--- config.mk ---
export PLATFORM = sky130hd
export DESIGN_NAME = comparator_seq_ctrl
export DESIGN_NICKNAME = d
export VERILOG_FILES = /design/src/rtl/comparator_seq_ctrl.sv
export SDC_FILE = /design/constraint.sdc
export NUM_CORES = 1
export LEC_CHECK = 0
export CAP_MARGIN = 5
export CORE_ASPECT_RATIO = 0.9
export CORE_MARGIN = 1
export CORE_UTILIZATION = 50
export DETAILED_ROUTE_END_ITERATION = 16
export DONT_BUFFER_PORTS = 1
export GPL_ROUTABILITY_DRIVEN = 0
export SLEW_MARGIN = 40
export SYNTH_ARGS = -nofsm -noshare
export SYNTH_HDL_FRONTEND = slang
export SYNTH_SLANG_ARGS = --single-unit
export TNS_END_PERCENT = 5
--- constraint.sdc ---
create_clock -name clk -period 3.24 [get_ports clk]
set_input_delay 0.324 -clock clk [delete_from_list [all_inputs] [get_ports clk]]
set_output_delay 0.324 -clock clk [all_outputs]
set_load 0.01 [all_outputs]
--- src/rtl/comparator_seq_ctrl.sv ---
// Sequential magnitude comparator: walks latched operands MSB-first in 2-bit
// slices through an external slice comparator and reports A==B / A>B / A<B.
//
// state   | meaning
// --------+------------------------------------------------------------
// IDLE    | waiting for start; last result held on e/g/l
// COMPARE | presenting slice idx of latched A/B, decoding slice result
// DONE    | one-cycle done pulse, then back to IDLE
module comparator_seq_ctrl #(
  parameter int WIDTH = 8
) (
  input  logic             clk,
  input  logic             rst_n,
  input  logic             start,
  input  logic [WIDTH-1:0] a,
  input  logic [WIDTH-1:0] b,
  output logic [1:0]       sl_a,
  output logic [1:0]       sl_b,
  input  logic             sl_e,
  input  logic             sl_g,
  input  logic             sl_l,
  output logic             busy,
  output logic             done,
  output logic             e,
  output logic             g,
  output logic             l
);

  localparam int NSL   = WIDTH / 2;
  localparam int IDX_W = (NSL > 1) ? $clog2(NSL) : 1;

  typedef enum logic [1:0] {IDLE, COMPARE, DONE} state_t;
  typedef enum logic [1:0] {DEC_EQ, DEC_GT, DEC_LT} dec_t;

  state_t           state;
  logic [WIDTH-1:0] a_q;
  logic [WIDTH-1:0] b_q;
  logic [IDX_W-1:0] idx;
  dec_t             dec;

  // Slice mux; idle slices read as zero so the external comparator sees a quiet bus.
  always_comb begin
    sl_a = 2'b00;
    sl_b = 2'b00;
    if (state == COMPARE) begin
      for (int i = 0; i < NSL; i++) begin
        if (idx == IDX_W'(i)) begin
          sl_a = a_q[2*i +: 2];
          sl_b = b_q[2*i +: 2];
        end
      end
    end
  end

  // Greater wins over less; with no flag asserted the slice counts as equal.
  always_comb begin
    dec = DEC_EQ;
    if (sl_g)      dec = DEC_GT;
    else if (sl_l) dec = DEC_LT;
    else if (sl_e) dec = DEC_EQ;
  end

  always_ff @(posedge clk or negedge rst_n) begin
    if (!rst_n) begin
      state <= IDLE;
      a_q   <= '0;
      b_q   <= '0;
      idx   <= '0;
      busy  <= 1'b0;
      done  <= 1'b0;
      e     <= 1'b0;
      g     <= 1'b0;
      l     <= 1'b0;
    end else begin
      case (state)
        IDLE: begin
          if (start) begin
            a_q   <= a;
            b_q   <= b;
            idx   <= IDX_W'(NSL - 1);
            e     <= 1'b0;
            g     <= 1'b0;
            l     <= 1'b0;
            busy  <= 1'b1;
            state <= COMPARE;
          end
        end
        COMPARE: begin
          case (dec)
            DEC_GT: begin
              g     <= 1'b1;
              busy  <= 1'b0;
              done  <= 1'b1;
              state <= DONE;
            end
            DEC_LT: begin
              l     <= 1'b1;
              busy  <= 1'b0;
              done  <= 1'b1;
              state <= DONE;
            end
            default: begin
              if (idx == '0) begin
                e     <= 1'b1;
                busy  <= 1'b0;
                done  <= 1'b1;
                state <= DONE;
              end else begin
                idx <= idx - IDX_W'(1);
              end
            end
          endcase
        end
        DONE: begin
          done  <= 1'b0;
          state <= IDLE;
        end
        default: begin
          busy  <= 1'b0;
          done  <= 1'b0;
          state <= IDLE;
        end
      endcase
    end
  end

endmodule

# Yosys cells after proc, flatten, opt, wreduce, memory -nomap -nowiden
# Cells that the tools add are included.
# classes
n_addsub	1
eq_ne	14
muxes	34
bitwise_logic	2
n_reduce_logical	12
# op_table
op	count
2-bit 2-to-1 mux	18
1-bit 2-to-1 mux	9
3-bit AND reduction	3
2-bit equality test, second input constant	4
1-bit case mux with 2 select lines	4
2-bit case mux with 2 select lines	2
4-bit AND reduction	2
2-bit by 1-bit equality test with 1-bit output, second input constant	3
2-bit by 1-bit inequality test with 1-bit output, second input constant	3
2-bit inequality test, second input constant	3
2-bit AND reduction	3
2-bit logical NOT	2
3-bit by 2-bit inequality test with 1-bit output, second input constant	1
1-bit case mux with 3 select lines	1
1-bit inverter	2
2-bit nonzero test	1
2-bit OR reduction	1
2-bit by 1-bit subtractor with 2-bit output, second input constant	1
# word_totals
ff_bits	25
input_bits	22
out_inout_bits	9
word_cells	72

# Longest topological paths before layout
# logic_depth
depth_word	6
mapped_depth	6
depth_no_buf	5

# Worst setup path before layout
# Ideal clock, no wire load.
# synth_path
path_kind	register to output
startpoint	register idx[0]
endpoint	output sl_a[1]
arrival_ns	1.479
required_time_ns	2.916
setup_slack_ns	1.437
stages_incl_launch_ff	6
n_path_buf	0
path_cell_list	dfrtp_1 -> inv_1 -> ha_1 -> nor2b_1 -> a221oi_1 -> o41ai_1
# synth_between
elab_chain_len	6
elab_cells_between_ends	9
cone_classes	eq/ne: 3; mux: 5; reduce/logical: 1
# synth_rtl
item	line_no	source
from (decl)	38	logic [IDX_W-1:0] idx;
from (signal assigned)	80	idx <= IDX_W'(NSL - 1);
from (signal assigned)	109	idx <= idx - IDX_W'(1);
2-bit logical NOT	47	if (idx == IDX_W'(i)) begin
2-bit 2-to-1 mux (3 in a row)	47	
2-bit 2-to-1 mux *	47	
2-bit 2-to-1 mux *	45	if (state == COMPARE) begin
to (decl)	17	output logic [1:0] sl_a,
# Every way passes the cells marked *; elsewhere a longest branch is shown, timed or not.

# Final worst setup path
# layout_path
startpoint	register idx[0]
endpoint	output sl_b[1]
# layout_between
elab_chain_len	6
elab_cells_between_ends	9
cone_classes	eq/ne: 3; mux: 5; reduce/logical: 1
# layout_rtl
item	line_no	source
2-bit logical NOT	47	
2-bit 2-to-1 mux (3 in a row)	47	
2-bit 2-to-1 mux *	47	
2-bit 2-to-1 mux *	45	
to (decl)	18	output logic [1:0] sl_b,
# Marked as above.

==> results.json <==
{
  "worst_setup_path_end_kind": "primary output",
  "required_ns": 2.92,
  "status": "finished clean",
  "setup_viol": 0,
  "die_h_um": 48.6,
  "rr_startpoint": "state[0]",
  "period_needed_ns": 2.43,
  "wirelength_um": 2320,
  "vias": 870,
  "dieArea_um2": 2620,
  "finalMaxSlewViolations": 0,
  "ctsResizeCount": 0,
  "power_frac_clock": 0.144,
  "port_buffers": 0,
  "cts-buffers-inserted": 3,
  "timing.critical_path.cells": "inv_1 > ha_1 > nor2b_1 > a221oi_1 > o41ai_1",
  "firstDrtPassIters": 4,
  "ff2ff_setup_slack_ns": 1.64,
  "antenna_found_initial": 0,
  "worst_pin_slew_ns": 0.726,
  "cts-root-buf": "clkbuf_4",
  "drc": 0,
  "grt_start_max_net_pins": 26,
  "cellPowerDensity_nw_per_um2": 762,
  "clk_transition_reported_paths_ns": 0.13,
  "fillers": 211,
  "wire_per_inst_um": 14.5,
  "rr_worst_depth": 2,
  "grt_pass1_vias": 847,
  "overflow": 0,
  "p_sw_uw": 361,
  "std_cell_rows": 16,
  "hold_viol": 0,
  "avgSynthCellArea_um2": 9.08,
  "cpLargestDelayFamily": "compound AO/OA/AOI/OAI gates",
  "fin_crit_sh": 0.749,
  "core_um2": 2220,
  "synth_seq_area_share": 0.518,
  "min-delay-start": "b[4]",
  "insertedDiodeCount": 0,
  "multiInputGateArea_um2": 512,
  "clock_sinks": 25,
  "netlist_area_um2": 1210,
  "final_util": 0.561,
  "critPathLaunchType": "flip-flop",
  "reg2reg_to": "l",
  "cts_buffer_depth": 2,
  "ir_worst_vdd_uv": 549,
  "post-place-ws_ns": 1.17,
  "tritoncts": "yes",
  "netSwitchingFraction": 0.380,
  "die_w_um": 53.8,
  "final_cell_mix": "nand2_1 (53), dfrtp_1 (25), inv_1 (5), nor2b_1 (5)",
  "p_comb_frac": 0.306,
  "insertion_delay_ns": 0.31,
  "finalNonFillerCells": 160,
  "synthToLayoutAreaGrowth_pct": 3.21,
  "fmax_mhz": 412,
  "final_common_cell": "nand2_1",
  "fin_worst_skew_ns": 0.00622,
  "relSlewSlack": 0.516,
  "start_util": 0.543,
  "p_int_uw": 589,
  "whs_ns": 0.102,
  "ys_ff_latch": 25,
  "yosys_warnings": 0,
  "cp_slowest_cell": "o41ai_1",
  "ios": 31,
  "syn_nets": 159,
  "hp-class": "input pin to flip-flop",
  "fin_nets": 160,
  "cp_num_buf_inv": 1,
  "critPathKind": "flip-flop to primary output",
  "whs_endpoint": "b_q[4]",
  "crit_fanout": 5,
  "ant_nets": 0,
  "synthCells": 133,
  "setup_ws_ns": 0.815,
  "dp.final_hpwl_um": 1620,
  "drive_gt1_frac": 0.0376,
  "seqPwrFrac": 0.551,
  "critPathMaxStageDelay_ns": 0.60,
  "power.leakage_uw": 0.000620,
  "grt_usage": 0.202,
  "synth_cell_types": 25,
  "arrival_ns": 2.10,
  "avgViaCountPerCell": 5.44,
  "tns_ns": 0,
  "drt_iter0_markers": 11,
  "dp.cells": 154,
  "rsz0062_at_grt": "false",
  "drv_cap": 0,
  "hold_depth": 2,
  "grt_pass1_wl_um": 3860,
  "htree_levels": 1,
  "register_area_um2": 626
}
-- through the flow --
stage | power (uW) | area, um^2
final | 950 | 1250
after detailed placement | 816 | 1190
after floorplan | 763 | 1210
after global routing | 1030 | 1250
after global placement | 804 | 1190
after CTS | 966 | 1250
-- flip-flops by register name (all words and copies together), names as in the netlist --
signal and count:
done 1, busy 1, e 1, g 1, a_q 8, b_q 8, l 1, idx 2
state 2
-- power by group through the flow --
stage          logic, uW  clock network [uW]  registers, uW
2_1_floorplan        259                   0            503
3_3_place_gp         275                   0            529
3_5_place_dp         285                   0            532
4_1_cts              297                 145            524
5_1_grt              336                 156            538
6_report             290                 136            523
-- worst max path at each step --
stage,from,slack [ns],cells past startpoint,end
4_1_cts,idx[0],0.77,5,sl_b[1]
3_3_place_gp,idx[0],1.20,5,sl_b[1]
3_5_place_dp,idx[0],1.17,5,sl_b[1]
6_report,idx[0],0.81,5,sl_b[1]
5_1_grt,idx[0],0.64,5,sl_b[0]
2_1_floorplan,idx[0],1.44,5,sl_a[1]
-- synth_stat cells (all sizes together) --
library cell  count  area, um^2
dfrtp            25         626
or3b              1        8.76
inv               5        18.8
a32o              2        20.0
nor4b             1        8.76
ha                4        50.1
nor3              3        15.0
nand2            53         199
o41ai             3        26.3
o21ai             6        30.0
nand2b            1        6.26
a221oi            3        26.3
nand3             4        20.0
buf               5        47.5
a21oi             4        20.0
nor2              3        11.3
o22ai             1        6.26
nor3b             1        18.8
or3               1        6.26
nor2b             5        31.3
and2b             1        7.51
clkbuf            1        3.75
-- worst reg2reg max path: stages (launching register included) --
cell	delay, ns
dfrtp_1	0.48
or3b_1	0.70
a32o_1	0.32
-- kinds of logic after synthesis --
kind of cell               after synthesis  share of synthesized area
and+or+nand+nor                         74                      0.276
DFF                                     25                      0.518
AOI/OAI and AO/OA                       19                      0.107
buffers and inverters                   11                     0.0580
adders and majority gates                4                     0.0415
-- area by class of cell --
class / instances / area share
flip-flops and latches: 25 / 0.502
inverters: 5 / 0.0151
repair buffers: 2 / 0.0241
multi-input cells: 97 / 0.411
well taps: 27 / 0.0271
clock buffers: 4 / 0.0211
-- repair_timing --
item / 4_1_cts / 5_1_grt
endpoints found under the setup margin: 0 / 0
hold buffers: 2 / 0
setup buffers: 0 / 0
endpoints found under the hold margin: 25 / 0
-- metal layers --
layer | GRT usage | share of wire
met1 | 0.264 | 0.45
met4 | 0.0263 | 0.0043
met5 | 0 | 0
met2 | 0.321 | 0.48
met3 | 0.0786 | 0.064
Power figures use the tool's default switching activity.
